## config.mk

```make
export PLATFORM = sky130hd
export DESIGN_NAME = uart_cmd_host
export DESIGN_NICKNAME = d
export VERILOG_FILES = /design/src/rtl/uart_cmd_host.sv
export SDC_FILE = /design/constraint.sdc
export NUM_CORES = 1
export LEC_CHECK = 0
export CORE_AREA = 4 4 122 136
export CTS_CLUSTER_DIAMETER = 120
export DETAILED_ROUTE_END_ITERATION = 16
export DIE_AREA = 0 0 126 140
export GPL_TIMING_DRIVEN = 0
export PLACE_DENSITY = 0.58
export SLEW_MARGIN = 40
export SYNTH_ARGS = -nofsm -noshare
export SYNTH_HDL_FRONTEND = slang
export SYNTH_SLANG_ARGS = --single-unit
```

## constraint.sdc

```tcl
create_clock -name REF_CLK -period 5.5 [get_ports REF_CLK]
set_input_delay 1.1 -clock REF_CLK [delete_from_list [all_inputs] [get_ports REF_CLK]]
set_output_delay 1.1 -clock REF_CLK [all_outputs]
set_load 0.005 [all_outputs]
```

## src/rtl/uart_cmd_host.sv

```systemverilog
// uart_cmd_host
// Host-side command initiator for the UART command protocol.
// It accepts one parallel command, sends its protocol bytes through a
// byte-level UART transmitter, collects the response bytes from a
// byte-level UART receiver, and returns one assembled response with
// error and timeout status.
//
// Ports:
//   REF_CLK, RST          clock, asynchronous active-high reset
//   cmd_valid/cmd_ready   command handshake (cmd_ready high only in IDLE)
//   cmd_type              0=RF_WR, 1=RF_RD, 2=ALU_OP, 3=ALU_NOP
//   cmd_addr, cmd_wdata   register-file address / write data
//   cmd_op_a, cmd_op_b    ALU operands
//   cmd_fn                ALU function code
//   tx_data/tx_valid/tx_ready   byte stream toward the UART transmitter
//   rx_data/rx_valid/rx_err     byte pulses from the UART receiver
//   rsp_valid             one-cycle response strobe
//   rsp_data/rsp_err/rsp_timeout  response value and status (held)
//   busy                  high whenever the FSM is not in IDLE
module uart_cmd_host #(
    parameter int TIMEOUT_CYCLES = 50000,
    parameter int CNT_W          = 16
) (
    input  logic        REF_CLK,
    input  logic        RST,
    input  logic        cmd_valid,
    output logic        cmd_ready,
    input  logic [1:0]  cmd_type,
    input  logic [7:0]  cmd_addr,
    input  logic [7:0]  cmd_wdata,
    input  logic [7:0]  cmd_op_a,
    input  logic [7:0]  cmd_op_b,
    input  logic [7:0]  cmd_fn,
    output logic [7:0]  tx_data,
    output logic        tx_valid,
    input  logic        tx_ready,
    input  logic [7:0]  rx_data,
    input  logic        rx_valid,
    input  logic        rx_err,
    output logic        rsp_valid,
    output logic [15:0] rsp_data,
    output logic        rsp_err,
    output logic        rsp_timeout,
    output logic        busy
);

    localparam logic [1:0] CMD_RF_WR   = 2'd0;
    localparam logic [1:0] CMD_RF_RD   = 2'd1;
    localparam logic [1:0] CMD_ALU_OP  = 2'd2;
    localparam logic [1:0] CMD_ALU_NOP = 2'd3;

    localparam logic [CNT_W-1:0] TIMEOUT_LAST = CNT_W'(TIMEOUT_CYCLES - 1);

    typedef enum logic [1:0] {
        IDLE     = 2'd0,
        SEND     = 2'd1,
        WAIT_RSP = 2'd2,
        DONE     = 2'd3
    } state_t;

    // Protocol byte at position idx of a command frame.
    function automatic logic [7:0] byte_sel(
        input logic [1:0] t,
        input logic [1:0] idx,
        input logic [7:0] addr,
        input logic [7:0] wdata,
        input logic [7:0] op_a,
        input logic [7:0] op_b,
        input logic [7:0] fn
    );
        logic [7:0] b;
        b = 8'h00;
        case (t)
            CMD_RF_WR: begin
                case (idx)
                    2'd0:    b = 8'hAA;
                    2'd1:    b = addr;
                    default: b = wdata;
                endcase
            end
            CMD_RF_RD: begin
                b = (idx == 2'd0) ? 8'hBB : addr;
            end
            CMD_ALU_OP: begin
                case (idx)
                    2'd0:    b = 8'hCC;
                    2'd1:    b = op_a;
                    2'd2:    b = op_b;
                    default: b = fn;
                endcase
            end
            default: begin
                b = (idx == 2'd0) ? 8'hDD : fn;
            end
        endcase
        return b;
    endfunction

    // Index of the final byte of a command frame.
    function automatic logic [1:0] last_idx(input logic [1:0] t);
        case (t)
            CMD_RF_WR:  return 2'd2;
            CMD_ALU_OP: return 2'd3;
            default:    return 2'd1;
        endcase
    endfunction

    // Number of response bytes a command expects.
    function automatic logic [1:0] rsp_count(input logic [1:0] t);
        case (t)
            CMD_RF_WR: return 2'd0;
            CMD_RF_RD: return 2'd1;
            default:   return 2'd2;
        endcase
    endfunction

    state_t            state_q, state_d;
    logic [1:0]        type_q, type_d;
    logic [7:0]        addr_q, addr_d;
    logic [7:0]        wdata_q, wdata_d;
    logic [7:0]        op_a_q, op_a_d;
    logic [7:0]        op_b_q, op_b_d;
    logic [7:0]        fn_q, fn_d;
    logic [1:0]        byte_idx_q, byte_idx_d;
    logic [1:0]        rx_idx_q, rx_idx_d;
    logic [7:0]        byte0_q, byte0_d;
    logic [7:0]        byte1_q, byte1_d;
    logic              err_flag_q, err_flag_d;
    logic [CNT_W-1:0]  cnt_q, cnt_d;
    logic              cmd_ready_q, cmd_ready_d;
    logic              busy_q, busy_d;
    logic [7:0]        tx_data_q, tx_data_d;
    logic              tx_valid_q, tx_valid_d;
    logic              rsp_valid_q, rsp_valid_d;
    logic [15:0]       rsp_data_q, rsp_data_d;
    logic              rsp_err_q, rsp_err_d;
    logic              rsp_timeout_q, rsp_timeout_d;

    // Buffer contents as they will look after this cycle's rx byte.
    logic [7:0]        byte0_n, byte1_n;
    logic              err_n;
    logic [1:0]        rx_idx_n;

    // State register and all output registers.
    always_ff @(posedge REF_CLK or posedge RST) begin
        if (RST) begin
            state_q       <= IDLE;
            type_q        <= 2'd0;
            addr_q        <= 8'h00;
            wdata_q       <= 8'h00;
            op_a_q        <= 8'h00;
            op_b_q        <= 8'h00;
            fn_q          <= 8'h00;
            byte_idx_q    <= 2'd0;
            rx_idx_q      <= 2'd0;
            byte0_q       <= 8'h00;
            byte1_q       <= 8'h00;
            err_flag_q    <= 1'b0;
            cnt_q         <= '0;
            cmd_ready_q   <= 1'b1;
            busy_q        <= 1'b0;
            tx_data_q     <= 8'h00;
            tx_valid_q    <= 1'b0;
            rsp_valid_q   <= 1'b0;
            rsp_data_q    <= 16'h0000;
            rsp_err_q     <= 1'b0;
            rsp_timeout_q <= 1'b0;
        end else begin
            state_q       <= state_d;
            type_q        <= type_d;
            addr_q        <= addr_d;
            wdata_q       <= wdata_d;
            op_a_q        <= op_a_d;
            op_b_q        <= op_b_d;
            fn_q          <= fn_d;
            byte_idx_q    <= byte_idx_d;
            rx_idx_q      <= rx_idx_d;
            byte0_q       <= byte0_d;
            byte1_q       <= byte1_d;
            err_flag_q    <= err_flag_d;
            cnt_q         <= cnt_d;
            cmd_ready_q   <= cmd_ready_d;
            busy_q        <= busy_d;
            tx_data_q     <= tx_data_d;
            tx_valid_q    <= tx_valid_d;
            rsp_valid_q   <= rsp_valid_d;
            rsp_data_q    <= rsp_data_d;
            rsp_err_q     <= rsp_err_d;
            rsp_timeout_q <= rsp_timeout_d;
        end
    end

    // Next-state and next-output logic. Response registers are loaded on
    // the transition into DONE so that rsp_valid is high exactly while the
    // FSM sits in DONE, one cycle after the final tx handshake or rx byte.
    always_comb begin
        state_d       = state_q;
        type_d        = type_q;
        addr_d        = addr_q;
        wdata_d       = wdata_q;
        op_a_d        = op_a_q;
        op_b_d        = op_b_q;
        fn_d          = fn_q;
        byte_idx_d    = byte_idx_q;
        rx_idx_d      = rx_idx_q;
        byte0_d       = byte0_q;
        byte1_d       = byte1_q;
        err_flag_d    = err_flag_q;
        cnt_d         = cnt_q;
        tx_data_d     = tx_data_q;
        tx_valid_d    = tx_valid_q;
        rsp_valid_d   = 1'b0;
        rsp_data_d    = rsp_data_q;
        rsp_err_d     = rsp_err_q;
        rsp_timeout_d = rsp_timeout_q;

        byte0_n  = byte0_q;
        byte1_n  = byte1_q;
        err_n    = err_flag_q | rx_err;
        rx_idx_n = 2'(rx_idx_q + 2'd1);
        if (rx_idx_q == 2'd0) begin
            byte0_n = rx_data;
        end else begin
            byte1_n = rx_data;
        end

        case (state_q)
            IDLE: begin
                if (cmd_valid && cmd_ready_q) begin
                    type_d     = cmd_type;
                    addr_d     = cmd_addr;
                    wdata_d    = cmd_wdata;
                    op_a_d     = cmd_op_a;
                    op_b_d     = cmd_op_b;
                    fn_d       = cmd_fn;
                    byte_idx_d = 2'd0;
                    rx_idx_d   = 2'd0;
                    byte0_d    = 8'h00;
                    byte1_d    = 8'h00;
                    err_flag_d = 1'b0;
                    tx_valid_d = 1'b1;
                    tx_data_d  = byte_sel(cmd_type, 2'd0, cmd_addr, cmd_wdata,
                                          cmd_op_a, cmd_op_b, cmd_fn);
                    state_d    = SEND;
                end
            end

            // A completed handshake drops tx_valid for one cycle; the
            // following cycle presents the next byte of the frame.
            SEND: begin
                if (tx_valid_q) begin
                    if (tx_ready) begin
                        tx_valid_d = 1'b0;
                        if (byte_idx_q == last_idx(type_q)) begin
                            if (rsp_count(type_q) == 2'd0) begin
                                state_d       = DONE;
                                rsp_valid_d   = 1'b1;
                                rsp_data_d    = 16'h0000;
                                rsp_err_d     = err_flag_q;
                                rsp_timeout_d = 1'b0;
                            end else begin
                                state_d = WAIT_RSP;
                                cnt_d   = '0;
                            end
                        end else begin
                            byte_idx_d = 2'(byte_idx_q + 2'd1);
                        end
                    end
                end else begin
                    tx_valid_d = 1'b1;
                    tx_data_d  = byte_sel(type_q, byte_idx_q, addr_q, wdata_q,
                                          op_a_q, op_b_q, fn_q);
                end
            end

            // An arriving byte takes priority over an expiring timeout.
            WAIT_RSP: begin
                if (rx_valid) begin
                    byte0_d    = byte0_n;
                    byte1_d    = byte1_n;
                    err_flag_d = err_n;
                    rx_idx_d   = rx_idx_n;
                    cnt_d      = '0;
                    if (rx_idx_n == rsp_count(type_q)) begin
                        state_d       = DONE;
                        rsp_valid_d   = 1'b1;
                        rsp_data_d    = {byte1_n, byte0_n};
                        rsp_err_d     = err_n;
                        rsp_timeout_d = 1'b0;
                    end
                end else if (cnt_q == TIMEOUT_LAST) begin
                    state_d       = DONE;
                    rsp_valid_d   = 1'b1;
                    rsp_data_d    = {byte1_q, byte0_q};
                    rsp_err_d     = err_flag_q;
                    rsp_timeout_d = 1'b1;
                end else begin
                    cnt_d = cnt_q + 1'b1;
                end
            end

            DONE: begin
                state_d = IDLE;
            end

            default: begin
                state_d = IDLE;
            end
        endcase

        cmd_ready_d = (state_d == IDLE);
        busy_d      = (state_d != IDLE);
    end

    assign cmd_ready   = cmd_ready_q;
    assign busy        = busy_q;
    assign tx_data     = tx_data_q;
    assign tx_valid    = tx_valid_q;
    assign rsp_valid   = rsp_valid_q;
    assign rsp_data    = rsp_data_q;
    assign rsp_err     = rsp_err_q;
    assign rsp_timeout = rsp_timeout_q;

endmodule

```

==> impl_metrics.toml, run 1 <==
[run_status]
status = "finished clean"

[power_and_ir_drop]
p_int_w = 0.00209
p_clk_share_pct = 19.7
finalPower_w = 0.00336
seq_power_share_pct = 37.1
pwr-share-comb_pct = 43.2
pwr_density_cell_nw_per_um2 = 470
power.net_switching_w = 0.00127
peakVddDrop_mv = 0.196
p_leak_nw = 3.07
switching_share_pct = 37.8

[clock_network]
root_buffer = "clkbuf_16"
post_cts_buffers = 0
clkTransAtPathRegs_ns = 0.07
cts.sinks = 111
holdBufCountCts = 0
insertion_delay_ns = 0.36
cts_max_path_buffers = 2
cts_resized = 0
cts_buffers = 9
htree_levels = 3
cts_tree = "yes"

[sta]
drv_slew = 0
tightest_slew_ns = 0.743
setup_violations = 0
skew_ns = 0.00882
finalHoldViolCount = 0
whs_ns = 0.489
slew-limit-headroom_pct = 50.4
period_share_pct = 53.2
period_needed_ns = 2.93
fmax_mhz = 342
rsz0062_at_grt = "false"

[synthesis]
yosysWarnings = 0
syn_nets = 592
synth_edf_count = 0
ys_types = 72
synth_area_um2 = 5720
synthFlopType = "dfrtp_1"
syn-instance-count = 527
asyncSetResetFlopFracSynth_pct = 100
ys_ff_latch = 111
yosysSeqAreaShare_pct = 48.6
syn_avg_cell_area_um2 = 10.9

[finish]
drive_gt1_share_pct = 13.7
antenna_cells = 0
final_cell_mix = "dfrtp_1, clkdlybuf4s50_1, mux2_2"
nets = 689
final.fill_count = 1468
layout_commonest_cell = "dfrtp_1"
area.growth.synth_to_final_pct = 25.0
stdcell_count = 829

[worst_setup_path]
cp-end-kind = "flip-flop"
crit_path_top_delay_cell = "clkdlybuf4s50_1"
critical_path_buf_inv_count = 2
max_stage_delay_ns = 0.51
cp.arrival_ns = 3.22
path_class = "primary input to flip-flop"
path_cells = "clkdlybuf4s50_1 -> a21bo_1 -> clkbuf_1 -> nand2_1 -> nor2_1 -> or2_2 -> a22o_1"
cp.required_ns = 5.79
cp_top_family = "simple AND/OR/NAND/NOR gates"
worst-path-max-fanout = 9
start_kind = "primary input"

[routing]
ant_nets = 0
drt_iter0_drc = 219
finalWirelength_mm = 15.3
wl_per_cell_um = 18.4
viasPerCell = 5.58
first_pass_iters = 4
vias = 4623
drc = 0

[place]
hpwlAfterDp_mm = 11.2
place.gp.congestion = 0.939
dp_cells = 813
port_buffers = 85

[floorplanning]
num_io_pins = 86
die_h_um = 140
start_util_pct = 37.2
die_w_um = 126
core_um2 = 15400
rows = 48
fp.dieArea_um2 = 17600

[hold_path]
hp-class = "flip-flop to flip-flop"

[grt]
grt_first_pass_wirelength_mm = 25.0
antenna_found_initial = 0
grt-ovfl-total = 0
gr-usage-all-layers_pct = 17.6
grt_pass1_vias = 4759
grt_max_degree = 62

[run]
cap_violations = 0
## power by group through the flow
stage               Clock, W  Sequential, W  Combinational (W)
global route        0.000707        0.00128            0.00160
global placement           0        0.00125            0.00142
CTS                 0.000682        0.00125            0.00146
floorplan                  0        0.00121           0.000999
detailed placement         0        0.00126            0.00145
finish              0.000663        0.00125            0.00145
## registers in the layout (all words and copies together) (netlist names)
name,flops
state_q,2
fn_q,8
rsp_valid,1
byte_idx_q,2
cnt_q,16
op_b_q,8
op_a_q,8
byte1_q,8
rsp_data,16
tx_valid,1
rsp_timeout,1
busy,1
wdata_q,8
tx_data,8
cmd_ready,1
byte0_q,8
type_q,2
err_flag_q,1
addr_q,8
rsp_err,1
rx_idx_q,2
## area by class of cell
class                      count  area [um2]  area share, %
timing repair buffer          86         878           12.3
inverter                      20        82.6           1.16
clock inverter                 5        58.8          0.823
multi-input combinational    363        2720           38.0
tap                          200         250           3.50
buffer                        33         151           2.12
clock buffer                  11         233           3.26
sequential                   111        2780           38.9
## final timing paths
path | start | endpoint | slack, ns | depth (start not counted)
max in group asynchronous | RST | state_q[1] | 3.74 | 3
worst min-delay path | rsp_timeout | rsp_timeout | 0.49 | 1
worst max-delay path | cmd_valid | byte0_q[5] | 2.57 | 7
worst max register to register | byte_idx_q[0] | tx_data[3] | 2.80 | 8
min in group asynchronous | RST | cnt_q[4] | 1.14 | 2
worst min register to register | rsp_timeout | rsp_timeout | 0.49 | 1
## cell families after synthesis
| group | Yosys count | share of synthesized area (%) |
|---|---|---|
| muxes | 64 | 12.2 |
| buffers and inverters | 53 | 3.96 |
| AOI/OAI and AO/OA | 144 | 18.8 |
| adders and majority gates | 9 | 1.97 |
| and+or+nand+nor | 144 | 14.2 |
| xor gates and xnor gates | 2 | 0.306 |
| DFF | 111 | 48.6 |
## Yosys cell counts, types with 2 or more instances
library cell	instances	area, um2
nand3b_1	3	22.5
nor3_1	13	65.1
and3_1	14	87.6
or2_2	2	12.5
o2111ai_1	3	26.3
a221o_1	19	190
ha_1	9	113
dfrtp_1	110	2750
mux2_2	45	507
o221ai_1	3	26.3
or2_1	3	18.8
nor4b_2	2	30.0
nor2_1	24	90.1
a21oi_1	20	100
buf_1	3	11.3
clkbuf_1	23	86.3
nand2_1	33	124
o2bb2ai_1	2	17.5
nor2_2	3	18.8
o31ai_1	8	60.1
or3_1	4	25.0
o21a_1	4	30.0
a221oi_1	3	26.3
or4_1	7	52.6
buf_2	4	20.0
nor3_2	2	20.0
nand2b_1	2	12.5
a211oi_1	2	15.0
a41oi_1	2	17.5
nor2b_1	6	37.5
a21o_1	3	22.5
inv_1	19	71.3
o211ai_1	9	67.6
nand3_1	13	65.1
o21ai_0	23	115
a31oi_1	4	25.0
mux2i_1	18	180
o21ai_1	6	30.0
buf_6	3	33.8
a22o_1	17	149
nand4_1	3	18.8
## metrics by stage
step	util (%)	setup WS, ns	instance area (um2)	setup TNS, ns
after global placement	44.4	-0.279	6820	-30.17
after global routing	46.5	2.36	7150	0
after detailed placement	44.6	2.20	6860	0
final	46.5	2.57	7150	0
after floorplan	-	1.47	5720	0
after CTS	46.5	2.57	7150	0
## routing by layer
| layer | vias up | GRT usage [%] | part of all wire, % |
|---|---|---|---|
| li1 | 2174 | - | - |
| met1 | 2272 | 22.3 | 44 |
| met5 | - | 0 | 0 |
| met3 | 36 | 3.59 | 4.7 |
| met4 | 0 | 7.23 | 3.0 |
| met2 | 141 | 29.2 | 48 |
Note: power is estimated with default switching activity, not from simulation.
==> run 2: changes to the inputs <==
clock period = 2.97 ns   (was 5.5 ns; I/O delays follow)
==> run 2 against run 1 <==
Critical path depth is 1 higher. Flip-flop and latch count unchanged. Global-route usage grew 0.075 points. Register-to-register slack got worse by 2.5 ns. Largest power group unchanged. Non-clock buffer count rose by 4. Critical endpoint unchanged. Die area unchanged. Power up 83%. Via count down 0.52%. Wire length decreased by 0.67%.
==> impl_metrics.toml, run 2 (synthesis results as in run 1) <==
[run_status]
status = "finished clean"

[power_and_ir_drop]
power.net_switching_w = 0.00232
finalPower_w = 0.00616
switching_share_pct = 37.7
peakVddDrop_mv = 0.378
p_int_w = 0.00384
p_leak_nw = 3.11
seq_power_share_pct = 37.6
pwr_density_cell_nw_per_um2 = 851
pwr-share-comb_pct = 43.4
p_clk_share_pct = 19.0

[sta]
setup_violations = 0
finalHoldViolCount = 0
fin_ws_ns = 0.325
fmax_mhz = 378
rsz0062_at_grt = "false"
whs_ns = 0.490
period_share_pct = 89.1
skew_ns = 0.0117
fin_setup_tns_ns = 0
tightest_slew_ns = 0.765
period_needed_ns = 2.64
slew-limit-headroom_pct = 49.0
drv_slew = 0

[clock_network]
htree_levels = 3
insertion_delay_ns = 0.36
cts_buffers = 9
cts_max_path_buffers = 2
root_buffer = "clkbuf_16"
cts_resized = 0
cts_tree = "yes"
clkTransAtPathRegs_ns = 0.07
cts.sinks = 111
post_cts_buffers = 0
holdBufCountCts = 0

[finish]
final_cell_mix = "dfrtp_1, clkdlybuf4s50_1, mux2_2"
final-seq-area_um2 = 2780
nets = 693
antenna_cells = 0
layout_commonest_cell = "dfrtp_1"
drive_gt1_share_pct = 14.2
final.fill_count = 1488
multi_input_area_um2 = 2720
stdcell_count = 833
area.growth.synth_to_final_pct = 26.6

[routing]
drt_iter0_drc = 235
finalWirelength_mm = 15.2
viasPerCell = 5.52
vias = 4599
first_pass_iters = 4
wl_per_cell_um = 18.2
ant_nets = 0
drc = 0

[grt]
grt_pass1_vias = 4864
grt_first_pass_wirelength_mm = 25.1
grt-ovfl-total = 0
gr-usage-all-layers_pct = 17.6
antenna_found_initial = 0
grt_max_degree = 24

[worst_setup_path]
path_class = "flip-flop to flip-flop"
cp.arrival_ns = 2.94
path_cells = "inv_1 -> ha_1 -> a21bo_1 -> clkbuf_1 -> nand2_1 -> nor2_1 -> or2_2 -> a22o_1"
start_kind = "flip-flop"
crit_path_top_delay_cell = "nor2_1"
critical_path_buf_inv_count = 2
r2r_start = "state_q[0]"
max_stage_delay_ns = 0.52
worst-path-max-fanout = 9
startpoint = "state_q[0]"
cp-end-kind = "flip-flop"
cp.required_ns = 3.26
cp_top_family = "simple AND/OR/NAND/NOR gates"
rrSetupSlack_ns = 0.33

[place]
place.gp.congestion = 0.927
port_buffers = 85
place_ws_ns = 0.122
hpwlAfterDp_mm = 11.4
dp_cells = 817

[hold_path]
hold_start = "rsp_timeout"
hp-class = "flip-flop to flip-flop"

[floorplanning]
die_h_um = 140
num_io_pins = 86
core_um2 = 15400
die_w_um = 126
start_util_pct = 37.2
rows = 48
fp.dieArea_um2 = 17600

[run]
cap_violations = 0
## run 2: worst reg2reg max path, stage by stage, from the launching register on
cell,delay [ns]
dfrtp_1,0.45
inv_1,0.10
ha_1,0.28
a21bo_1,0.20
clkbuf_1,0.36
nand2_1,0.24
nor2_1,0.52
or2_2,0.28
a22o_1,0.15
## run 2: per-stage QoR
stage               utilization, %  cell area, um2
CTS                           47.1            7240
global placement              44.4            6830
global route                  47.1            7240
detailed placement            45.3            6960
floorplan                        -            5720
finish                        47.1            7240
## run 2: power by group through the flow
stage	sequential [W]	clock (W)	combinational, W
after floorplan	0.00224	0	0.00185
after global placement	0.00233	0	0.00262
after detailed placement	0.00234	0	0.00268
after CTS	0.00232	0.00120	0.00269
after global routing	0.00238	0.00125	0.00297
final	0.00232	0.00117	0.00267
## run 2: layout make-up
cell class	instances	area share, %
sequential	111	38.4
multi-input combinational	363	37.5
timing repair buffer	90	13.7
clock buffer	13	3.59
tap	200	3.46
buffer	33	2.09
inverter	20	1.09
clock inverter	3	0.242
## run 2: path summary, 6_finish.rpt
check,endpoint,depth (start not counted)
min reg2reg,rsp_timeout,1
max in group asynchronous,tx_data[0],5
min in group asynchronous,op_b_q[0],2
min,rsp_timeout,1
max reg2reg,byte0_q[5],8
max,byte0_q[5],8
## run 2: layer usage
metal	wire, um	global-route usage, %	vias to the layer above
met1	6570	21.7	2270
met4	401	7.74	0
met3	532	2.78	25
met2	7670	30.5	120
li1	-	-	2184
met5	0	0	-
